===== config.mk =====
export PLATFORM = sky130hd
export DESIGN_NAME = alu_status
export DESIGN_NICKNAME = d
export VERILOG_FILES = /design/src/rtl/alu_status_pkg.sv /design/src/rtl/alu_cond_eval.sv /design/src/rtl/alu_status.sv
export SDC_FILE = /design/constraint.sdc
export NUM_CORES = 1
export LEC_CHECK = 0
export ABC_AREA = 1
export ABC_CLOCK_PERIOD_IN_PS = 1500
export CAP_MARGIN = 0
export CORE_MARGIN = 3
export CORE_UTILIZATION = 29
export CTS_BUF_LIST = sky130_fd_sc_hd__clkbuf_4
export CTS_CLUSTER_SIZE = 40
export DETAILED_ROUTE_END_ITERATION = 10
export PLACE_DENSITY = 0.82
export SYNTH_ARGS = -nofsm -noshare
export SYNTH_HDL_FRONTEND = slang
export SYNTH_SLANG_ARGS = --single-unit

===== constraint.sdc =====
create_clock -name clk -period 1.5 [get_ports clk]
set_input_delay 0.45 -clock clk [delete_from_list [all_inputs] [get_ports clk]]
set_output_delay 0.45 -clock clk [all_outputs]
set_load 0.02 [all_outputs]

===== src/rtl/alu_status_pkg.sv =====
// Shared definitions for the ALU status unit: ASTAT bit positions,
// condition-code encoding and the reserved-bit mask.
package alu_status_pkg;

  localparam int unsigned AZ_BIT   = 0;
  localparam int unsigned AN_BIT   = 1;
  localparam int unsigned AC_BIT   = 2;
  localparam int unsigned AV_BIT   = 3;
  localparam int unsigned AVS_BIT  = 4;
  localparam int unsigned CACC_LSB = 8;
  localparam int unsigned CACC_MSB = 15;

  localparam logic [15:0] RSVD_MASK = 16'h00E0;

  typedef enum logic [3:0] {
    CC_EQ     = 4'd0,
    CC_NE     = 4'd1,
    CC_LT     = 4'd2,
    CC_GE     = 4'd3,
    CC_LE     = 4'd4,
    CC_GT     = 4'd5,
    CC_AC     = 4'd6,
    CC_NAC    = 4'd7,
    CC_AV     = 4'd8,
    CC_NAV    = 4'd9,
    CC_CACC   = 4'd10,
    CC_NCACC  = 4'd11,
    CC_AVS    = 4'd12,
    CC_CACC2  = 4'd13,
    CC_TRUE   = 4'd14,
    CC_FALSE  = 4'd15
  } cond_code_e;

endpackage


===== src/rtl/alu_cond_eval.sv =====
// Combinational condition-code evaluator over the registered ASTAT word.
// Compare-history codes depend on ALU_CACC_EN; without it they read FALSE.
module alu_cond_eval
  import alu_status_pkg::*;
#(
  parameter int unsigned DATA_WIDTH = 16
) (
  input  logic [3:0]            code,
  input  logic [DATA_WIDTH-1:0] astat,
  output logic                  result
);

  logic az, an, ac, av, avs;

  assign az  = astat[AZ_BIT];
  assign an  = astat[AN_BIT];
  assign ac  = astat[AC_BIT];
  assign av  = astat[AV_BIT];
  assign avs = astat[AVS_BIT];

`ifdef ALU_CACC_EN
  logic unused_bits;
  assign unused_bits = ^{astat[7:5], astat[CACC_MSB-2:CACC_LSB]};
`else
  logic unused_bits;
  assign unused_bits = ^{astat[7:5], astat[CACC_MSB:CACC_LSB]};
`endif

  always_comb begin
    result = 1'b0;
    case (cond_code_e'(code))
      CC_EQ:    result = az;
      CC_NE:    result = ~az;
      CC_LT:    result = an;
      CC_GE:    result = ~an;
      CC_LE:    result = an | az;
      CC_GT:    result = ~an & ~az;
      CC_AC:    result = ac;
      CC_NAC:   result = ~ac;
      CC_AV:    result = av;
      CC_NAV:   result = ~av;
`ifdef ALU_CACC_EN
      CC_CACC:  result = astat[CACC_MSB];
      CC_NCACC: result = ~astat[CACC_MSB];
      CC_CACC2: result = (astat[CACC_MSB -: 2] == 2'b11);
`else
      CC_CACC:  result = 1'b0;
      CC_NCACC: result = 1'b0;
      CC_CACC2: result = 1'b0;
`endif
      CC_AVS:   result = avs;
      CC_TRUE:  result = 1'b1;
      CC_FALSE: result = 1'b0;
      default:  result = 1'b0;
    endcase
  end

endmodule


===== src/rtl/alu_status.sv =====
// ALU status register (ASTAT), sticky overflow, compare history and
// condition evaluation with stall. CACC flops exist only with ALU_CACC_EN.
module alu_status
  import alu_status_pkg::*;
#(
  parameter int unsigned DATA_WIDTH = 16,
  parameter int unsigned CACC_W     = 8
) (
  input  logic                  clk,
  input  logic                  reset,
  input  logic                  ps_alu_en,
  input  logic                  alu_ps_az,
  input  logic                  alu_ps_an,
  input  logic                  alu_ps_ac,
  input  logic                  alu_ps_av,
  input  logic                  alu_ps_compd,
  input  logic                  ps_astat_wen,
  input  logic [DATA_WIDTH-1:0] ps_astat_wdata,
  input  logic                  ps_stky_clr,
  input  logic                  ps_cond_vld,
  input  logic [3:0]            ps_cond_code,
  output logic                  stat_ps_cond_true,
  output logic                  stat_ps_stall,
  output logic [DATA_WIDTH-1:0] stat_xb_astat,
  output logic                  stat_ps_avs
);

  logic                  upd_pend;
  logic [3:0]            flags_q;
  logic                  avs_q;
  logic [CACC_W-1:0]     cacc_field;
  logic [DATA_WIDTH-1:0] wdata_m;
  logic                  cond_raw;

  assign wdata_m = ps_astat_wdata & ~RSVD_MASK;

  always_ff @(posedge clk or negedge reset) begin
    if (!reset) upd_pend <= 1'b0;
    else        upd_pend <= ps_alu_en;
  end

  // Flag update from the ALU outranks a software write of the same bits.
  always_ff @(posedge clk or negedge reset) begin
    if (!reset)            flags_q <= '0;
    else if (upd_pend)     flags_q <= {alu_ps_av, alu_ps_ac, alu_ps_an, alu_ps_az};
    else if (ps_astat_wen) flags_q <= wdata_m[AV_BIT:AZ_BIT];
  end

  // An overflow in flight outranks both the sticky clear and a write of 0.
  always_ff @(posedge clk or negedge reset) begin
    if (!reset)                      avs_q <= 1'b0;
    else if (upd_pend && alu_ps_av)  avs_q <= 1'b1;
    else if (ps_stky_clr)            avs_q <= 1'b0;
    else if (ps_astat_wen)           avs_q <= wdata_m[AVS_BIT];
  end

`ifdef ALU_CACC_EN
  logic [CACC_W-1:0] cacc_q;

  // New MSB marks x > y; history shifts toward the LSB.
  always_ff @(posedge clk or negedge reset) begin
    if (!reset)                       cacc_q <= '0;
    else if (upd_pend && alu_ps_compd) cacc_q <= {~alu_ps_az & ~alu_ps_an, cacc_q[CACC_W-1:1]};
    else if (ps_astat_wen)            cacc_q <= wdata_m[CACC_MSB:CACC_LSB];
  end

  assign cacc_field = cacc_q;

  logic unused_wdata;
  assign unused_wdata = ^{wdata_m[7:5], alu_ps_compd & 1'b0};
`else
  assign cacc_field = '0;

  logic unused_wdata;
  assign unused_wdata = ^{wdata_m[7:5], wdata_m[CACC_MSB:CACC_LSB], alu_ps_compd};
`endif

  assign stat_xb_astat = {cacc_field, 3'b000, avs_q, flags_q};
  assign stat_ps_avs   = avs_q;

  alu_cond_eval #(
    .DATA_WIDTH (DATA_WIDTH)
  ) u_cond_eval (
    .code   (ps_cond_code),
    .astat  (stat_xb_astat),
    .result (cond_raw)
  );

  // No flag bypass: while an update is pending the request stalls and the
  // result is suppressed; reset also forces the result low.
  assign stat_ps_stall     = ps_cond_vld & upd_pend;
  assign stat_ps_cond_true = ps_cond_vld & ~upd_pend & reset & cond_raw;

endmodule


Word-level counts from Yosys, hierarchy flattened
Index checks and enable logic that the tools add are counted.
- equal/unequal tests: 15
- multiplexer cells: 6
- bitwise logic cells: 11
- reductions and logical operators: 5
- operators with widths (cell ; count):
    4-bit == test (second input constant) ; 8
    4-bit by 3-bit == test with 1-bit output (second input constant) ; 4
    1-bit case mux with 13 select lines ; 1
    4-bit by 2-bit == test with 1-bit output (second input constant) ; 2
    4-bit two-way mux ; 2
    1-bit AND ; 5
    1-bit inverter ; 5
    4-bit by 1-bit == test with 1-bit output (second input constant) ; 1
    4-bit zero test ; 1
    4-bit OR reduction ; 1
    1-bit two-way mux ; 3
    3-bit nonzero test ; 1
    2-bit nonzero test ; 1
    1-bit logical AND ; 1
    1-bit OR ; 1
- register bits after elaboration: 6
- bits of input ports: 31
- output and inout bits: 19
- word-level logic and storage cells: 40

Logic depth before layout (Yosys ltp)
Gate-level depths: netlist of run 1.
- depth in word-level cells: 4
- mapped depth: 6
- mapped depth without buffers: 6

Cells and area by module
From an unflattened synthesis of run 1, not the netlist that was laid out.
- cell total of the unflattened synthesis: 87
- area, all modules: 521.8 um^2
- by module, submodules not included (module ; times used ; cells an instance ; area each (um^2) ; seq. area each (um^2)):
    alu_status ; 1 ; 50 ; 371.6 ; 150.1
    alu_cond_eval ; 1 ; 37 ; 150.1 ; 0.0

Worst setup path after synthesis of run 1
Ideal clock, no wire load.
- path kind: reg2out
- start point: reg flags_q[1]
- end point: out stat_ps_cond_true
- data arrival time: 1.078 ns
- required time: 1.050 ns
- slack: -0.028 ns
- stages on the path, launching flop included: 7
- path buffers: 0
- cells stage by stage: dfrtp_1 > inv_1 > nand2_1 > nand3_1 > nand3_1 > nand3_1 > nor2_1
- longest elaborated chain between the ends: 4
- elaborated cells on any way between the ends: 5
- classes of those cells: 1 x mux; 4 x bitwise
- ends and longest elaborated chain (item ; RTL line ; text):
    start: declaration ; alu_status.sv:29 ; logic [3:0] flags_q;
    start signal: assignment ; alu_status.sv:45 ; else if (upd_pend) flags_q <= {alu_ps_av, alu_ps_ac, alu_ps_an, alu_ps_az};
    start signal: assignment ; alu_status.sv:46 ; else if (ps_astat_wen) flags_q <= wdata_m[AV_BIT:AZ_BIT];
    1-bit inverter ; alu_cond_eval.sv:35, alu_cond_eval.sv:37 ;
    1-bit AND ; alu_cond_eval.sv:37 ; CC_GT: result = ~an & ~az;
    1-bit case mux with 13 select lines (*) ; alu_cond_eval.sv:31 ; case (cond_code_e'(code))
    1-bit AND (*) ; alu_status.sv:92 ; assign stat_ps_cond_true = ps_cond_vld & ~upd_pend & reset & cond_raw;
    end: declaration ; alu_status.sv:22 ; output logic stat_ps_cond_true,
Every way passes the cells marked *; elsewhere a longest branch is shown, timed or not.

Worst setup path after layout of run 1
Same ends and word-level chain as after synthesis.

==> results of run 1 <==
registers in the layout (all words and copies together), names as in the netlist:
name,flops
stat_ps_avs,1
flags_q,4
upd_pend,1
through the flow:
step                cell area, µm²    util  hold slack, ps
finish                       893.4  0.6313           245.7
global route                 893.4  0.6313           264.1
CTS                          884.6  0.6251           242.1
detailed placement           783.3  0.5535           604.9
global placement             783.3  0.5535           601.6
floorplan                    511.7       -           154.4
worst max path at each step:
stage,end,start,slack [ps],cells after the start
3_5_place_dp,stat_ps_cond_true,ps_cond_code[0],-1030,7
2_1_floorplan,stat_ps_cond_true,flags_q[1],50,6
6_report,stat_ps_cond_true,flags_q[1],-160,7
3_3_place_gp,stat_ps_cond_true,ps_cond_code[0],-990,8
5_1_grt,stat_ps_cond_true,flags_q[1],-260,7
4_1_cts,stat_ps_cond_true,flags_q[2],-170,6
where the power goes:
part           total, mW  internal, mW  switching [mW]
registers          0.189         0.177          0.0120
clock network      0.151        0.0906          0.0604
logic              0.271         0.142           0.129
synth_stat cells:
cell type,instances,area share
inv_2,2,0.016
inv_1,7,0.056
dfrtp_1,6,0.32
nand3_1,11,0.12
buf_4,12,0.19
nor2_1,6,0.048
a21oi_1,2,0.021
o21ai_0,2,0.021
o31ai_1,1,0.016
nand2_1,18,0.14
and3_1,1,0.013
conb_1,1,0.0079
o211ai_1,2,0.032
logic make-up (layout without fill, tap and decap cells):
group,Yosys count,in the layout,synth area share
other,1,11,0.007950
AOI/OAI and AO/OA,7,7,0.09018
buffers and inverters,21,56,0.2626
DFF,6,6,0.3183
and+or+nand+nor,36,36,0.3209
cell type report:
| cell class | count | area share |
|---|---|---|
| clock buffers | 3 | 0.02521 |
| inverters | 9 | 0.03782 |
| multi-input cells | 54 | 0.2997 |
| flip-flops and latches | 6 | 0.1681 |
| well taps | 15 | 0.02101 |
| repair buffers | 44 | 0.4482 |
worst max-delay path: stages, from the launching register on:
cell and delay, ps:
dfrtp_1 400, inv_2 60, nand2_1 80, nand3_2 70, nand3_2 80, nand3_2 60, nor2_2 90, buf_6 120
repair_timing:
| action | 4_1_cts | 5_1_grt |
|---|---|---|
| gates resized for setup | 56 | 13 |
| pin swaps | 7 | 5 |
| hold buffers | 0 | 0 |
| endpoints found under the setup margin | 8 | 6 |
| setup buffers | 7 | 2 |
layer usage:
metal	GRT usage	vias up	share of wire
li1	-	295	-
met1	0.1797	254	0.41
met2	0.2473	31	0.49
met3	0.03125	5	0.070
met4	0.08523	0	0.028
met5	0	-	0
==> summary by stage, run 1 <==
STA
Clock skew on the completed layout was measured at 5.452 ps. The final number of hold-violating endpoints came to 0. The total negative slack for setup checks is -161.3 ps. The final max-slew violation count is 0. Of the available clock period, the critical path in the final layout requires 1.108. Subtracting the final worst setup slack from the clock period gives 1661 ps. The peak clock frequency supported by timing is 602.0 MHz. Setup violations remaining at the end of the flow were counted as 1. Setup repair after global routing could not meet its margin everywhere. Once routing completed, OpenROAD measured the worst setup slack at -161.3 ps.

Synthesis
The netlist area before placement is 471.7 µm². The number of warnings printed during yosys synthesis is 0. In this run, distinct cell masters in the synthesized netlist total 13.

The sequential fraction of the synthesis area is 0.3183. Synthesis handed over a netlist of 71 instances. The register bit count reported by yosys is 6. The post-synthesis average cell area is 6.644 µm².

Route
For this run, design rule violations remaining after detail routing come to 0. After detailed routing, the average wire length per cell comes to 10.94 µm. The first routing iteration left 9 violations. The count of vias placed by the detailed router is 585. The routed design has 1.433 mm of wire. The mean number of vias per cell is 4.466. In this run the remaining antenna-violating nets after routing total 0.

The count of TritonRoute iterations in the first routing pass is 4.

Worst setup path
The beginning of the worst register-to-register path is flags_q[1]. The critical path is of the flip-flop to output pin type. The maximum net fanout on the critical path is 4.

The kind of start point of the critical path is a flip-flop. For the worst setup path, the data required time is 1050 ps. Data arrives at the worst endpoint at 1210 ps. The worst register-to-register path ends at flags_q[1]. The kind of end point of the critical path is an output pin. Setup slack on the worst reg-to-reg path comes out at 70 ps. The count of cells along the worst register-to-register path is 9.

GRT
The global-route wire length before repair is 2.256 mm. The overall routing resource usage is 0.1507. The via count of the first global-routing pass is 557. The maximum number of pins on one net before global-route repair is 7. The number of antenna violations at the first check in global routing is 0.

For this run the aggregate overflow at the end of global routing stands at 0.

Floorplanning
The effective utilization at floorplan is 0.3333. The standard cell core area is 1415 µm². The count of boundary I/O pins is 50.

In this run the core area contains 13 standard-cell rows. The die covers 2146 µm². The die is 46.33 µm wide. The vertical extent of the die is 46.33 µm.

Clocking
The clock input transition at the sequential cells of the worst setup and hold paths is 50 ps. Counting along the longest clock path gives a buffer depth of 2. Clock tree synthesis found a total of 6 sinks. The clock root buffer is clkbuf_4. TritonCTS built the clock tree. The clock latency of the later-clocked register in the worst-skew pair is 250 ps. In this run, CTS created clock tree buffers numbering 3. The number of H-tree levels is 1.

Layout
The area growth from synthesis to layout is 89.39%. The antenna diode count is 0. The number of fillers in the final layout is 134.

The layout net count is 149. The register area is 150.1 µm². The number of standard cells in the final layout excluding fillers is 131.

The top cell types in the final layout, fill and taps aside, are nand2_1 (17), clkdlybuf4s50_1 (12), conb_1 (11), buf_4 (11), buf_6 (10). The fraction of layout instances using a drive strength above 1 is 0.3793. In the final layout, the multi-input gates occupy 267.8 µm².

Leaving out fill and tap cells, the most frequent cell in the layout is nand2_1.

Placement
The final weighted congestion in routability-driven placement is 0.8014. The number of instances in the placed design is 121. The pre-CTS worst setup slack is -1030 ps. The half-perimeter wire length after placement is 1.051 mm. Port buffering added 26 buffers.

Run status
The flow ran to the end, but the final reports show violations. The checks that failed: setup timing.

Power and ir drop
The post-layout total power is 0.6104 mW. The maximum VDD drop is 0.3794 mV. The static leakage power is 0.4704 nW. The power density over the cells is 683.3 nW/µm².

Worst hold path
The worst hold path class is input port to async pin.

Flow run
The total of max-cap violations is 0.
(Power assumes the default switching activity.)
==> inputs of run 2 (changes only) <==
Settings changed: PLACE_DENSITY 0.82 to 0.93.
==> summary by stage, run 2 (same netlist as run 1, synthesis figures left out) <==
Placement
The half-perimeter wire length after placement is 1.178 mm. The number of instances in the placed design is 120. Routability-driven placement finished with a final weighted congestion of 0.8662. The number of buffer cells added on primary ports is 26. The area after detailed placement is 775.7 µm².

Power and ir drop
The power density over the cells is 696.5 nW/µm². The worst-case IR drop observed on VDD is 0.3265 mV. The static leakage power is 0.4647 nW.

Worst setup path
The worst setup path is of the flip-flop to output pin kind. The maximum net fanout on the critical path is 3. Data on the critical path arrives at its endpoint at 1310 ps. The worst path required time is 1050 ps. The most critical setup path has its startpoint at flags_q[2].

The kind of end point of the critical path is an output pin. The startpoint identified for the worst register-to-register timing path is flags_q[2]. The kind of start point of the critical path is a flip-flop.

Route
The detailed-route wire length is 1.640 mm. The count of TritonRoute iterations in the first routing pass is 4. The number of remaining DRC errors is 0. The detail-routed net length per standard cell is 12.52 µm. The mean number of vias per cell is 4.756.

The count of nets left with antenna violations once routing finished came out at 0. The violation count after the first detailed-route iteration is 17. The count of vias placed by the detailed router is 623.

STA
Derived from the worst setup path, the maximum achievable clock frequency is 567.9 MHz. The setup clock skew after layout is 0.4467 ps. The final number of hold-violating endpoints is 0. The minimum setup slack in the final design is -261.0 ps. The portion of the clock cycle consumed by the worst path in the final layout is 1.174. For the finished layout, the period the worst path requires is 1761 ps. The final max-slew violation count is 0. Setup repair after global routing could not meet its margin everywhere. The count of endpoints failing setup in the final report is 2.

Clocking
The number of buffers inserted during clock tree synthesis is 3. The number of H-tree levels is 1. After clock tree synthesis, the clock-pin slew on the worst setup and hold paths is 40 ps. TritonCTS built the clock tree. After clock tree synthesis, the flow added hold-fix buffers numbering 0. The sink count of the clock tree is 6. The clock root buffer is clkbuf_4. The worst-case clock buffer depth is 2.

The later pin in the worst-skew pair is clocked with a latency of 240 ps.

Layout
Leaving out filler cells and counting taps, the final layout contains 131. The top cell types in the final layout, fill and taps aside, are nand2_1 (18), clkdlybuf4s50_1 (12), buf_4 (12), conb_1 (11), nand3_1 (10). Of the cells placed in the final design, the portion with a size suffix greater than 1 is 0.3448. The layout net count is 149. The number of fillers in the final layout is 137. Leaving out fill and tap cells, the most frequent cell in the layout is nand2_1. The register with the most flip-flops in the layout has 4 of them.

The antenna diode count is 0. The area of all placed cells without fillers is 865.8 µm². The register with the highest flop count is flags_q. The area growth from synthesis to layout is 83.55%.

GRT
For met3 alone, demand over resource in global routing was 0.02344. The remaining global-route overflow is 0. The number of antenna violations at the first check in global routing is 0. The via count of the first global-routing pass came to 595. For met1 alone, demand over resource in global routing was 0.1643. The global routing stage identified its most utilized layer as met2. For this run, global-route usage on met2 was measured as 0.3104. Across every metal layer, demand over resource in global routing totals 0.1631. The maximum number of pins on one net before global-route repair is 7. The first global-routing pass estimated 2.435 mm of wire.

Floorplanning
The standard cell core area is 1415 µm². The total die area is 2146 µm². Pin placement for this block handled 50 I/O pins.

Measured along the x axis, the die boundary spans 46.33 µm. The vertical extent of the die is 46.33 µm. Row generation in the floorplan step produced 13 rows. The initial utilization of the core area, before any placement, comes to 0.3333.

Flow run
The tool flagged a number of max-cap violations equal to 0.

Worst hold path
The worst hold path class is input port to async pin.

Run status
The flow ran to the end, but the final reports show violations. The final reports fail on setup timing.
==> run 2: changes by cell type in the layout (fill, tap and decap cells not counted), moves of 2 or more <==
cell / change
buf_6: -2
nand3_2: -2
clkbuf_2: +2
nand3_1: +2
==> run 2: critical path, stage by stage, from the launching register on <==
cell and delay, ps:
dfrtp_1 420, a21oi_2 170, nand2_1 70, nand3_1 100, nand3_2 90, nor2_2 100, buf_6 120
==> run 2: timing repair <==
| item | 4_1_cts | 5_1_grt |
|---|---|---|
| pin swaps | 10 | 5 |
| endpoints found under the setup margin | 8 | 6 |
| buffers inserted | 8 | 1 |
| resized for setup | 51 | 6 |
==> run 2: report_power, final <==
part / total, mW / switching, mW / internal, mW
clock: 0.147 / 0.0568 / 0.0904
combinational: 0.266 / 0.131 / 0.135
sequential: 0.190 / 0.0129 / 0.177
total: 0.603 / 0.201 / 0.402
==> run 2: layer usage <==
| metal | vias to the layer above | wire length (µm) |
|---|---|---|
| met4 | 0 | 38 |
| met2 | 42 | 909 |
| li1 | 296 | - |
| met5 | - | 0 |
| met3 | 6 | 129 |
| met1 | 279 | 562 |
==> run 2: final timing paths <==
path	to	slack (ps)	cells past startpoint
worst min-delay path	flags_q[1]	260	2
worst max register to register	flags_q[2]	-110	10
min in group clk	flags_q[3]	630	3
worst min register to register	flags_q[3]	630	3
max in group asynchronous	upd_pend	1130	2
worst max-delay path	stat_ps_cond_true	-260	6
==> run 2: cell type report <==
type	instances	area [µm²]	area share
Timing Repair Buffer	44	387.9	0.4480
Multi-Input combinational cell	54	252.7	0.2919
Sequential cell	6	150.1	0.1734
Inverter	9	33.78	0.03902
Clock buffer	3	22.52	0.02601
Tap cell	15	18.77	0.02168
==> run 2: stage by stage <==
| stage | power (mW) | setup slack, ps | utilization | setup TNS (ps) | hold slack (ps) |
|---|---|---|---|---|---|
| 4_1_cts | 0.5987 | -201.5 | 0.6154 | -252.2 | 254.7 |
| 2_1_floorplan | 0.3074 | 45.82 | - | 0 | 154.4 |
| 5_1_grt | 0.6355 | -295.0 | 0.6118 | -462.2 | 269.9 |
| 6_report | 0.6030 | -261.0 | 0.6118 | -366.8 | 255.7 |
| 3_5_place_dp | 0.4180 | -1029 | 0.5482 | -1664 | 612.5 |
| 3_3_place_gp | 0.4112 | -979.4 | 0.5482 | -1596 | 605.3 |
